`src/rtl/tlight_pkg.sv`:
```
// Shared types and default constants for the traffic-light sensor front end.
package tlight_pkg;

  typedef enum logic [2:0] {
    OFF       = 3'd0,
    RED       = 3'd1,
    YELLOW    = 3'd2,
    GREEN     = 3'd3,
    PRE_GREEN = 3'd4
  } lights_t;

  typedef enum logic {
    EW_IDLE = 1'b0,
    EW_WAIT = 1'b1
  } ew_req_state_t;

  typedef enum logic [1:0] {
    EM_QUIET  = 2'd0,
    EM_ACTIVE = 2'd1,
    EM_HOLD   = 2'd2
  } emgcy_state_t;

  localparam int unsigned DEF_DEBOUNCE_CYCLES   = 4;
  localparam int unsigned DEF_EMGCY_HOLD_CYCLES = 8;
  localparam int unsigned DEF_CNT_W             = 4;

endpackage

```
`src/rtl/tl_debounce.sv`:
```
// Two-flop synchroniser followed by a consecutive-cycle debouncer.
// rise_o/fall_o are single-cycle pulses registered together with the stable flip.
module tl_debounce #(
  parameter int unsigned DEBOUNCE_CYCLES = 4
) (
  input  logic clk,
  input  logic reset_n,
  input  logic raw_i,
  output logic stable_o,
  output logic rise_o,
  output logic fall_o
);

  localparam int unsigned CW = (DEBOUNCE_CYCLES < 1) ? 1 : $clog2(DEBOUNCE_CYCLES + 1);
  localparam logic [CW-1:0] CNT_LAST = CW'(DEBOUNCE_CYCLES - 1);

  logic          s1_q, s2_q;
  logic          stable_q, stable_d;
  logic          rise_q, fall_q;
  logic          flip_c;
  logic [CW-1:0] cnt_q, cnt_d;

  // Count consecutive disagreements; the last one flips the stable value.
  always_comb begin
    cnt_d  = '0;
    flip_c = 1'b0;
    if (s2_q != stable_q) begin
      if (cnt_q == CNT_LAST) begin
        flip_c = 1'b1;
      end else begin
        cnt_d = cnt_q + CW'(1);
      end
    end
  end

  assign stable_d = stable_q ^ flip_c;

  always_ff @(posedge clk or negedge reset_n) begin
    if (!reset_n) begin
      s1_q     <= 1'b0;
      s2_q     <= 1'b0;
      stable_q <= 1'b0;
      cnt_q    <= '0;
      rise_q   <= 1'b0;
      fall_q   <= 1'b0;
    end else begin
      s1_q     <= raw_i;
      s2_q     <= s1_q;
      stable_q <= stable_d;
      cnt_q    <= cnt_d;
      rise_q   <= flip_c & s2_q;
      fall_q   <= flip_c & ~s2_q;
    end
  end

  assign stable_o = stable_q;
  assign rise_o   = rise_q;
  assign fall_o   = fall_q;

endmodule

```
`src/rtl/tl_sensor_conditioner.sv`:
```
// Conditions raw EW loop and emergency inputs into the controller's ew_sensor / emgcy_sensor,
// plus an EW arrival counter with sticky saturation flag.
module tl_sensor_conditioner
  import tlight_pkg::*;
#(
  parameter int unsigned DEBOUNCE_CYCLES   = DEF_DEBOUNCE_CYCLES,
  parameter int unsigned EMGCY_HOLD_CYCLES = DEF_EMGCY_HOLD_CYCLES,
  parameter int unsigned CNT_W             = DEF_CNT_W
) (
  input  logic             clk,
  input  logic             reset_n,
  input  logic             ew_loop_raw,
  input  logic             emgcy_raw,
  input  lights_t          ew_light,
  output logic             ew_sensor,
  output logic             emgcy_sensor,
  output logic [CNT_W-1:0] ew_car_count,
  output logic             ew_overflow
);

  localparam int unsigned HW = (EMGCY_HOLD_CYCLES < 1) ? 1 : $clog2(EMGCY_HOLD_CYCLES + 1);
  localparam logic [HW-1:0]    HOLD_LOAD = HW'(EMGCY_HOLD_CYCLES);
  localparam logic [CNT_W-1:0] CNT_MAX   = '1;

  logic ew_stable, ew_rise, ew_fall;
  logic em_stable, em_rise, em_fall;
  logic unused_dbnc;

  tl_debounce #(.DEBOUNCE_CYCLES(DEBOUNCE_CYCLES)) u_ew_dbnc (
    .clk      (clk),
    .reset_n  (reset_n),
    .raw_i    (ew_loop_raw),
    .stable_o (ew_stable),
    .rise_o   (ew_rise),
    .fall_o   (ew_fall)
  );

  tl_debounce #(.DEBOUNCE_CYCLES(DEBOUNCE_CYCLES)) u_em_dbnc (
    .clk      (clk),
    .reset_n  (reset_n),
    .raw_i    (emgcy_raw),
    .stable_o (em_stable),
    .rise_o   (em_rise),
    .fall_o   (em_fall)
  );

  assign unused_dbnc = ^{ew_stable, ew_fall, em_stable};

  ew_req_state_t    ew_state_q, ew_state_d;
  logic [CNT_W-1:0] count_q, count_d;
  logic             ovf_q, ovf_d;
  logic             green_c, arrival_c;

  // EW request FSM and arrival counter; green service beats a same-cycle arrival.
  always_comb begin
    ew_state_d = ew_state_q;
    count_d    = count_q;
    ovf_d      = ovf_q;
    green_c    = (ew_light == GREEN);
    arrival_c  = ew_rise & ~green_c;

    unique case (ew_state_q)
      EW_IDLE: if (arrival_c) ew_state_d = EW_WAIT;
      EW_WAIT: if (green_c)   ew_state_d = EW_IDLE;
      default: ew_state_d = EW_IDLE;
    endcase

    if (green_c) begin
      count_d = '0;
      ovf_d   = 1'b0;
    end else if (arrival_c) begin
      if (count_q == CNT_MAX) begin
        ovf_d = 1'b1;
      end else begin
        count_d = count_q + CNT_W'(1);
      end
    end
  end

  emgcy_state_t  em_state_q, em_state_d;
  logic [HW-1:0] hold_q, hold_d;

  // Emergency qualifier: a re-rise during HOLD abandons the countdown.
  always_comb begin
    em_state_d = em_state_q;
    hold_d     = hold_q;

    unique case (em_state_q)
      EM_QUIET: begin
        if (em_rise) em_state_d = EM_ACTIVE;
      end
      EM_ACTIVE: begin
        if (em_fall) begin
          em_state_d = EM_HOLD;
          hold_d     = HOLD_LOAD;
        end
      end
      EM_HOLD: begin
        if (em_rise) begin
          em_state_d = EM_ACTIVE;
        end else if (hold_q == '0) begin
          em_state_d = EM_QUIET;
        end else begin
          hold_d = hold_q - HW'(1);
        end
      end
      default: em_state_d = EM_QUIET;
    endcase
  end

  logic ew_sensor_q, emgcy_sensor_q;

  always_ff @(posedge clk or negedge reset_n) begin
    if (!reset_n) begin
      ew_state_q     <= EW_IDLE;
      count_q        <= '0;
      ovf_q          <= 1'b0;
      em_state_q     <= EM_QUIET;
      hold_q         <= '0;
      ew_sensor_q    <= 1'b0;
      emgcy_sensor_q <= 1'b0;
    end else begin
      ew_state_q     <= ew_state_d;
      count_q        <= count_d;
      ovf_q          <= ovf_d;
      em_state_q     <= em_state_d;
      hold_q         <= hold_d;
      ew_sensor_q    <= (ew_state_d == EW_WAIT);
      emgcy_sensor_q <= (em_state_d != EM_QUIET);
    end
  end

  assign ew_sensor    = ew_sensor_q;
  assign emgcy_sensor = emgcy_sensor_q;
  assign ew_car_count = count_q;
  assign ew_overflow  = ovf_q;

endmodule

```
`config.mk`:
```
export PLATFORM = sky130hd
export DESIGN_NAME = tl_sensor_conditioner
export DESIGN_NICKNAME = d
export VERILOG_FILES = /design/src/rtl/tlight_pkg.sv /design/src/rtl/tl_debounce.sv /design/src/rtl/tl_sensor_conditioner.sv
export SDC_FILE = /design/constraint.sdc
export NUM_CORES = 1
export LEC_CHECK = 0
export ABC_CLOCK_PERIOD_IN_PS = 3190
export CORE_UTILIZATION = 57
export DETAILED_ROUTE_END_ITERATION = 7
export GPL_TIMING_DRIVEN = 1
export PLACE_DENSITY = 0.89
export SKIP_CTS_REPAIR_TIMING = 1
export SLEW_MARGIN = 20
export SYNTH_ARGS = -nofsm -noshare
export SYNTH_HDL_FRONTEND = slang
export SYNTH_SLANG_ARGS = --single-unit
export TNS_END_PERCENT = 10
```
`constraint.sdc`:
```
create_clock -name clk -period 3.19 [get_ports clk]
set_input_delay 0.4785 -clock clk [delete_from_list [all_inputs] [get_ports clk]]
set_output_delay 0.4785 -clock clk [all_outputs]
set_load 0.01 [all_outputs]
```
* Word level (Yosys, flattened, before mapping) *
Cells that the tools add are included.

word-level totals
  register bits = 28
  output and inout bits = 7
  logic and storage cells = 77

operators by class
  $add $sub $neg = 4
  equal/unequal tests = 12
  muxes and demuxes = 26
  bitwise logic cells = 9
  reduce and logical (&&, ||, !) cells = 9

operator list
  operator               number
  $mux W4                6
  $mux W3                4
  $eq A3 B2 Y1 const B   3
  $mux W1                9
  $mux W2                4
  $pmux W4 S2            1
  $reduce_bool A2 Y1     4
  $add A3 B1 Y3 const B  2
  $ne A2 B2 Y1 const B   3
  $pmux W2 S3            1
  $add A4 B1 Y4 const B  1
  $and A1 B1 Y1          4
  $eq A4 B4 Y1 const B   1
  $logic_not A4 Y1       1
  $reduce_and A2 Y1      2
  $reduce_and A4 Y1      1
  $sub A4 B1 Y4 const B  1
  $not A1 Y1             3
  $eq A2 B1 Y1 const B   1
  $eq A2 B2 Y1 const B   1
  $logic_not A2 Y1       1
  $ne A1 B1 Y1           2
  $ne A2 B1 Y1 const B   1
  $pmux W1 S2            1
  $xor A1 B1 Y1          2

* Depth between registers and ports, before layout *
Gate-level depths: netlist of run 1.

  word-level depth = 5
  mapped depth = 5
  mapped depth without buffers = 5

* Hierarchy *
A second synthesis of run 1 with hierarchy kept.

unflattened totals
  cells, all modules = 97
  area total of the unflattened synthesis = 1219.9 um2

modules (own cells, without submodules)
  module                 times used  cells each  area each (um2)
  tl_sensor_conditioner  1           63          649.4
  tl_debounce            2           17          285.3

* Least setup slack after synthesis of run 1 *
No wires, ideal clock.

  path type = register to register
  start point = register count_q[0] (netlist: ew_car_count[0])
  end point = register count_q[0] (netlist: ew_car_count[0])
  library setup time = 0.077 ns
  data arrival time = 1.218 ns
  slack = 1.894 ns
  stages on the path, launching flop included = 5
  path buffers = 0
  cells stage by stage = dfrtp_1 -> ha_1 -> and3_4 -> or3_1 -> a21oi_1

on the way
  cells in the longest elaborated chain, start to end = 4
  elaborated cells on any way between the ends = 7
  classes of those cells = add/sub (1); eq/ne (2); mux (3); reduce/logical (1)

RTL lines
  item                      line                          RTL
  start: declaration        tl_sensor_conditioner.sv:50   logic [CNT_W-1:0] count_q, count_d;
  start signal: assignment  tl_sensor_conditioner.sv:124  count_q <= count_d;
  $add A4 B1 Y4             tl_sensor_conditioner.sv:75   count_d = count_q + CNT_W'(1);
  $mux W4                   tl_sensor_conditioner.sv:72   if (count_q == CNT_MAX) begin
  $mux W4                   tl_sensor_conditioner.sv:71   end else if (arrival_c) begin
  $mux W4                   tl_sensor_conditioner.sv:68   if (green_c) begin

Parallel ways exist; a longest one is shown, timed or not. The select of a mux whose other input is x is not followed.
A chain may end at the register's enable or synchronous reset.

* Worst setup path after layout of run 1 *
  start point = register count_q[2] (netlist: ew_car_count[2])
  end point = output port ew_car_count[2]

RTL lines
  item              line                         RTL
  end: declaration  tl_sensor_conditioner.sv:17  output logic [CNT_W-1:0] ew_car_count,

No word-level cell between the ends.

==> results of run 1 <==
[power groups by stage]
stage	clock, W	sequential [W]	combinational, W
2_1_floorplan	0	0.000483	0.000128
3_3_place_gp	0	0.000479	0.000205
3_5_place_dp	0	0.000488	0.000217
4_1_cts	0.000172	0.000479	0.000217
5_1_grt	0.000182	0.000493	0.000244
6_report	0.000164	0.000479	0.000214
[metal layers]
layer	track usage [%]	up-vias	wire length, µm
li1	-	376	-
met1	22.03	364	753
met2	33.15	11	934
met3	4.615	2	47
met4	6.857	0	23
met5	0	-	0
[cells by family after synthesis]
logic type,after synthesis
simple gates,37
mux,3
compound gates,16
xor+xnor,2
buf+inv,6
fa+ha+maj,4
flops,28
[state kept, by name, summed over array words and instances (netlist names), 2 cells and up, named ones only]
signal / cells
u_ew_dbnc.cnt_q: 3
u_em_dbnc.cnt_q: 3
em_state_q: 2
hold_q: 4
ew_car_count: 4
[cells in the final DEF, fill, tap and decap left out, drive strengths merged, types with 3 or more instances in the layout]
cell type | synthesis | layout
nand3 | 3 | 3
nand3b | 3 | 3
ha | 4 | 4
nor2 | 4 | 4
dfrtp | 28 | 28
nand2b | 4 | 4
clkbuf | 0 | 4
nor3 | 3 | 3
a21oi | 3 | 3
clkdlybuf4s50 | 0 | 13
nand2 | 4 | 4
inv | 6 | 6
nor3b | 9 | 9
o21ai | 6 | 6
[worst paths after layout]
check	depth (start not counted)	start	slack, ns	to
min in group asynchronous	2	reset_n	0.50	ew_car_count[1]$_DFFE_PN0P_
max reg2reg	5	hold_q[0]$_DFFE_PN0P_	1.74	hold_q[2]$_DFFE_PN0P_
max in group asynchronous	2	reset_n	2.44	hold_q[1]$_DFFE_PN0P_
min	0	u_em_dbnc.s1_q$_DFF_PN0_	0.37	u_em_dbnc.s2_q$_DFF_PN0_
min reg2reg	0	u_em_dbnc.s1_q$_DFF_PN0_	0.37	u_em_dbnc.s2_q$_DFF_PN0_
max	1	ew_car_count[2]$_DFFE_PN0P_	1.40	ew_car_count[2]
[layout make-up]
class | instances | share of cell area [%]
Sequential cell | 28 | 50.68
Clock buffer | 4 | 2.624
Multi-Input combinational cell | 62 | 32.67
Tap cell | 27 | 2.443
Inverter | 6 | 1.629
Timing Repair Buffer | 14 | 9.955
[stage by stage]
stage,cell area (µm²),worst slack (ns),std cells
after floorplan,1175,1.894,96
after global placement,1346,1.710,137
after detailed placement,1346,1.686,137
after CTS,1383,1.383,141
after global routing,1383,1.332,141
final,1383,1.396,141
==> qor.csv, run 1 <==
stage,metric,value,unit
die,dieWidth,47.40,µm
power,power,0.0008577,W
synthesis,syn_area,1175,µm²
timing,slew_viol_final,0,
detailed_routing,vias,753,
timing,period_needed,1.794,ns
synthesis,synth_top_family_by_area,simple AND/OR/NAND/NOR gates,
synthesis,seq_area_frac_synth,59.64,%
synthesis,synth_fp_nets,107,
worst_setup_path,path_class,flip-flop to output port,
die,top_level_ports,14,
power,power.switching,0.0002439,W
placed_design,dpl.hpwl,1.385,mm
global_routing,grt_usage,18.79,%
clocking,cts_buffer_depth,2,
worst_setup_path,cp_slowest_cell,clkdlybuf4s50_1,
detailed_routing,drtPass1Iterations,4,
timing,fin_hold_ws,0.3651,ns
die,die_y,47.40,µm
timing,fin_worst_skew,0.007452,ns
synthesis,synthFlopType,dfrtp_1,
power,p_int,0.0006138,W
clocking,tritoncts,yes,
placed_design,port_buffers,13,
power,pwr-share-clk,19.1,%
power,swShare,28.43,%
synthesis,synth_edf_count,0,
synthesis,synth.mux.area_fraction,2.769,%
worst_setup_path,worstPathArrival,1.32,ns
synthesis,synthDistinctLibCells,29,
worst_setup_path,max_stage_delay,0.56,ns
worst_setup_path,worstSetupEndpointType,output port,
timing,tightest_slew,0.3609,ns
worst_setup_path,cp_max_fo,5,
placed_design,gp_congestion,0.7335,
worst_setup_path,crit_required,2.71,ns
synthesis,yosys.area_share.adder,4.260,%
synthesis,syn_area_per_cell,12.24,µm²
timing,achievable-frequency,557.5,MHz
synthesis,synth_simple_gate_area_share,20.66,%
synthesis,netlist.area_leader.share,59.64,%
detailed_routing,drt-initial-drc-count,12,
global_routing,grt_pass1_wl,2.815,mm
timing,grt_setup_unrepaired,false,
die,start_util,60.50,%
worst_setup_path,worst-path-buf-inv,1,
clocking,clk_latency,0.32,ns
worst_setup_path,crit_family,buffers and inverters,
die,core,1942,µm²
worst_setup_path,critPathLaunchType,flip-flop,
power,leakage,0.6267,nW
timing,fin_setup_tns,0,ns
detailed_routing,ant_nets,0,
power,pwr-share-seq,55.9,%
synthesis,synth.largest_area_cell,dfrtp_1,
global_routing,antenna_found_initial,0,
detailed_routing,post_drt_wl_per_cell,12.47,µm
worst_setup_path,crit_chain,clkdlybuf4s50_1,
power,combPwrFrac,25.0,%
synthesis,synth_xor_xnor_area_share,1.491,%
clocking,numCtsBuffers,3,
clocking,clk_pin_slew_worst_paths,0.14,ns
timing,min_period_over_period,56.23,%
power,p_per_area,620.3,nW/µm²
clocking,cts_root_buf,clkbuf_4,
timing,setup_violations,0,
final_layout,ff_latch_area,700.7,µm²
global_routing,grt_max_degree,29,
detailed_routing,drc,0,
flow_run,cap_viol_max_count,0,
detailed_routing,via_per_inst,5.340,
power,vdd_drop_max,0.0004367,V
synthesis,synthCells,96,
synthesis,synth_area_leaders,"dfrtp_1, nor3b_1, ha_1",
die,core.rowCount,16,
run_status,status,completed,
synthesis,synth_seq_cells,28,
timing,hold_violations,0,
clocking,cts.sinks,28,
timing,relSlewSlack,75.64,%
final_layout,drive_gt1_share,11.40,%
synthesis,async_flop_share,100.0,%
final_layout,diodes,0,
min_path,hold_class,flip-flop to flip-flop,
global_routing,grt_pass1_vias,683,
clocking,ctsHtreeMaxLevel,1,
synthesis,ys_top_cells_by_count,"dfrtp_1, nor3b_1, inv_1",
final_layout,utilization,71.20,%
synthesis,ys_warn_count,0,
final_layout,multi_input_area,451.7,µm²
die,die-area,2247,µm²
synthesis,synth_compound_area_share,9.265,%
final_layout,fillers,135,
final_layout,area_growth,17.68,%
final_layout,nets,126,
detailed_routing,drt_wl_total,1.758,mm
synthesis,synth_most_common_cell,dfrtp_1,
global_routing,grt_overflow,0,
Power figures use the tool's default switching activity.
==> run 2, diff against run 1 <==
--- a/config.mk
+++ b/config.mk
@@ -5,11 +5,11 @@
 export SDC_FILE = /design/constraint.sdc
 export NUM_CORES = 1
 export LEC_CHECK = 0
-export ABC_CLOCK_PERIOD_IN_PS = 3190
-export CORE_UTILIZATION = 57
+export ABC_CLOCK_PERIOD_IN_PS = 1800
+export CORE_UTILIZATION = 53
 export DETAILED_ROUTE_END_ITERATION = 7
 export GPL_TIMING_DRIVEN = 1
-export PLACE_DENSITY = 0.89
+export PLACE_DENSITY = 0.84
 export SKIP_CTS_REPAIR_TIMING = 1
 export SLEW_MARGIN = 20
 export SYNTH_ARGS = -nofsm -noshare
==> constraint.sdc (replaced) <==
create_clock -name clk -period 1.8 [get_ports clk]
set_input_delay 0.27 -clock clk [delete_from_list [all_inputs] [get_ports clk]]
set_output_delay 0.27 -clock clk [all_outputs]
set_load 0.01 [all_outputs]
==> run 2 against run 1 <==
Effect of this change:
- utilization down 2.0 points
- highest routed layer unchanged
- clock power grew 140%
- sequential share of layout area fell by 0.59 points
- final cell count unchanged
- via count grew 2.1%
- clock skew is 0.0043 ns lower
- critical path depth is the same
- register-to-register slack lost 1.4 ns
- critical endpoint is now ew_car_count[0]
- clock-buffer cell count fell by 1
- hold slack lost 0.059 ns
- sequential power rose by 77%
==> qor.csv, run 2 (synthesis gave the netlist of run 1 again) <==
stage,metric,value,unit,change
global_routing,grt_overflow,0,,unchanged
final_layout,drive_gt1_share,11.40,%,unchanged
clocking,cts.sinks,28,,unchanged
flow_run,cap_viol_max_count,0,,unchanged
worst_setup_path,crit_required,1.53,ns,was 2.71 ns
worst_setup_path,crit_family,buffers and inverters,,unchanged
final_layout,fillers,152,,was 135
detailed_routing,drt-initial-drc-count,13,,was 12
worst_setup_path,crit_chain,clkdlybuf4s50_1,,unchanged
detailed_routing,vias,769,,was 753
timing,achievable-frequency,632.6,MHz,
die,dieWidth,49.08,µm,was 47.40 µm
detailed_routing,drt_wl_total,1.712,mm,was 1.758 mm
power,leakage,0.6337,nW,was 0.6267 nW
clocking,tritoncts,yes,,unchanged
detailed_routing,ant_nets,0,,unchanged
timing,slew_viol_final,0,,unchanged
global_routing,antenna_found_initial,0,,unchanged
clocking,clk_pin_slew_worst_paths,0.14,ns,about the same
final_layout,final_common_cell,dfrtp_1,,unchanged
worst_setup_path,critPathLaunchType,flip-flop,,unchanged
die,top_level_ports,14,,unchanged
global_routing,grt_max_degree,29,,unchanged
final_layout,nets,126,,unchanged
placed_design,gp_congestion,0.7918,,was 0.7335
clocking,cts_buffer_depth,2,,unchanged
die,core,2022,µm²,was 1942 µm²
die,core.rowCount,16,,unchanged
timing,fin_worst_skew,0.003154,ns,was 0.007452 ns
die,start_util,58.11,%,was 60.50%
clocking,cts_root_buf,clkbuf_4,,unchanged
final_layout,mostFrequentLayoutCells,"dfrtp_1, clkdlybuf4s50_1, nor3b_1",,unchanged
timing,period_needed,1.581,ns,
power,p_per_area,1159,nW/µm²,was 620.3 nW/µm²
timing,tightest_slew,0.3476,ns,was 0.3609 ns
placed_design,port_buffers,13,,unchanged
run_status,status,completed,,unchanged
worst_setup_path,cp_slowest_cell,clkdlybuf4s50_1,,unchanged
power,power,0.001621,W,was 0.0008577 W
timing,grt_setup_unrepaired,false,,unchanged
worst_setup_path,path_class,flip-flop to output port,,unchanged
min_path,hold_class,input pin to asynchronous set/reset pin,,was flip-flop to flip-flop
clocking,clk_latency,0.31,ns,was 0.32 ns
detailed_routing,via_per_inst,5.454,,was 5.340
final_layout,area_growth,19.06,%,was 17.68%
global_routing,grt_pass1_vias,791,,was 683
worst_setup_path,max_stage_delay,0.56,ns,about the same
die,die-area,2409,µm²,was 2247 µm²
global_routing,grt_pass1_wl,3.139,mm,was 2.815 mm
timing,relSlewSlack,76.83,%,was 75.64%
clocking,numCtsBuffers,3,,unchanged
detailed_routing,post_drt_wl_per_cell,12.14,µm,was 12.47 µm
worst_setup_path,worst-path-buf-inv,1,,unchanged
power,vdd_drop_max,0.0007305,V,was 0.0004367 V
worst_setup_path,worstPathArrival,1.31,ns,was 1.32 ns
detailed_routing,drtPass1Iterations,4,,unchanged
timing,setup_violations,0,,unchanged
worst_setup_path,worstSetupEndpointType,output port,,unchanged
timing,min_period_over_period,87.82,%,
worst_setup_path,cp_max_fo,5,,unchanged
placed_design,dpl.hpwl,1.303,mm,was 1.385 mm
global_routing,grt_usage,17.08,%,was 18.79%
die,die_y,49.08,µm,was 47.40 µm
final_layout,diodes,0,,unchanged
detailed_routing,drc,0,,unchanged
clocking,ctsHtreeMaxLevel,1,,unchanged
timing,hold_violations,0,,unchanged
timing,fin_setup_tns,0,ns,unchanged
## run 2: final timing paths
kind | slack (ns) | cells after the start | end | start
worst max-delay path | 0.22 | 1 | ew_car_count[0] | ew_car_count[0]$_DFFE_PN0P_
max in group asynchronous | 1.24 | 2 | u_em_dbnc.cnt_q[1]$_DFF_PN0_ | reset_n
worst min-delay path | 0.31 | 2 | ew_car_count[0]$_DFFE_PN0P_ | reset_n
worst max register to register | 0.37 | 5 | hold_q[3]$_DFFE_PN0P_ | hold_q[0]$_DFFE_PN0P_
worst min register to register | 0.36 | 0 | u_ew_dbnc.s2_q$_DFF_PN0_ | u_ew_dbnc.s1_q$_DFF_PN0_
min in group clk | 0.36 | 0 | u_ew_dbnc.s2_q$_DFF_PN0_ | u_ew_dbnc.s1_q$_DFF_PN0_
## run 2: layout make-up
cell class	instances	area (µm²)	area share (%)
Timing Repair Buffer	14	137.6	9.839
Inverter	6	22.52	1.610
Clock buffer	3	22.52	1.610
Clock inverter	1	30.03	2.147
Tap cell	27	33.78	2.415
Sequential cell	28	700.7	50.09
Multi-Input combinational cell	62	451.7	32.29
## run 2: metal layers
layer | track usage, % | up-vias | routed length [µm]
li1 | - | 382 | -
met1 | 20.43 | 368 | 756
met2 | 29.22 | 17 | 872
met3 | 4.361 | 2 | 70
met4 | 6.863 | 0 | 12
met5 | 0 | - | 0
## run 2: power breakdown
part / leakage (nW) / internal (W) / switching, W
registers: 0.369 / 0.000752 / 0.0000955
logic: 0.237 / 0.000212 / 0.000167
clock network: 0.0279 / 0.000225 / 0.000169
total: 0.634 / 0.00119 / 0.000432
## run 2: metrics by stage
| stage | hold slack, ns | utilization [%] | area [µm²] | cells | setup slack [ns] |
|---|---|---|---|---|---|
| 3_3_place_gp | 0.3346 | 66.58 | 1346 | 137 | 0.4846 |
| 4_1_cts | 0.3010 | 69.18 | 1399 | 141 | 0.2067 |
| 6_report | 0.3058 | 69.18 | 1399 | 141 | 0.2192 |
| 5_1_grt | 0.3263 | 69.18 | 1399 | 141 | 0.1498 |
| 3_5_place_dp | 0.3364 | 66.58 | 1346 | 137 | 0.3963 |
| 2_1_floorplan | -0.02559 | - | 1175 | 96 | 0.5041 |
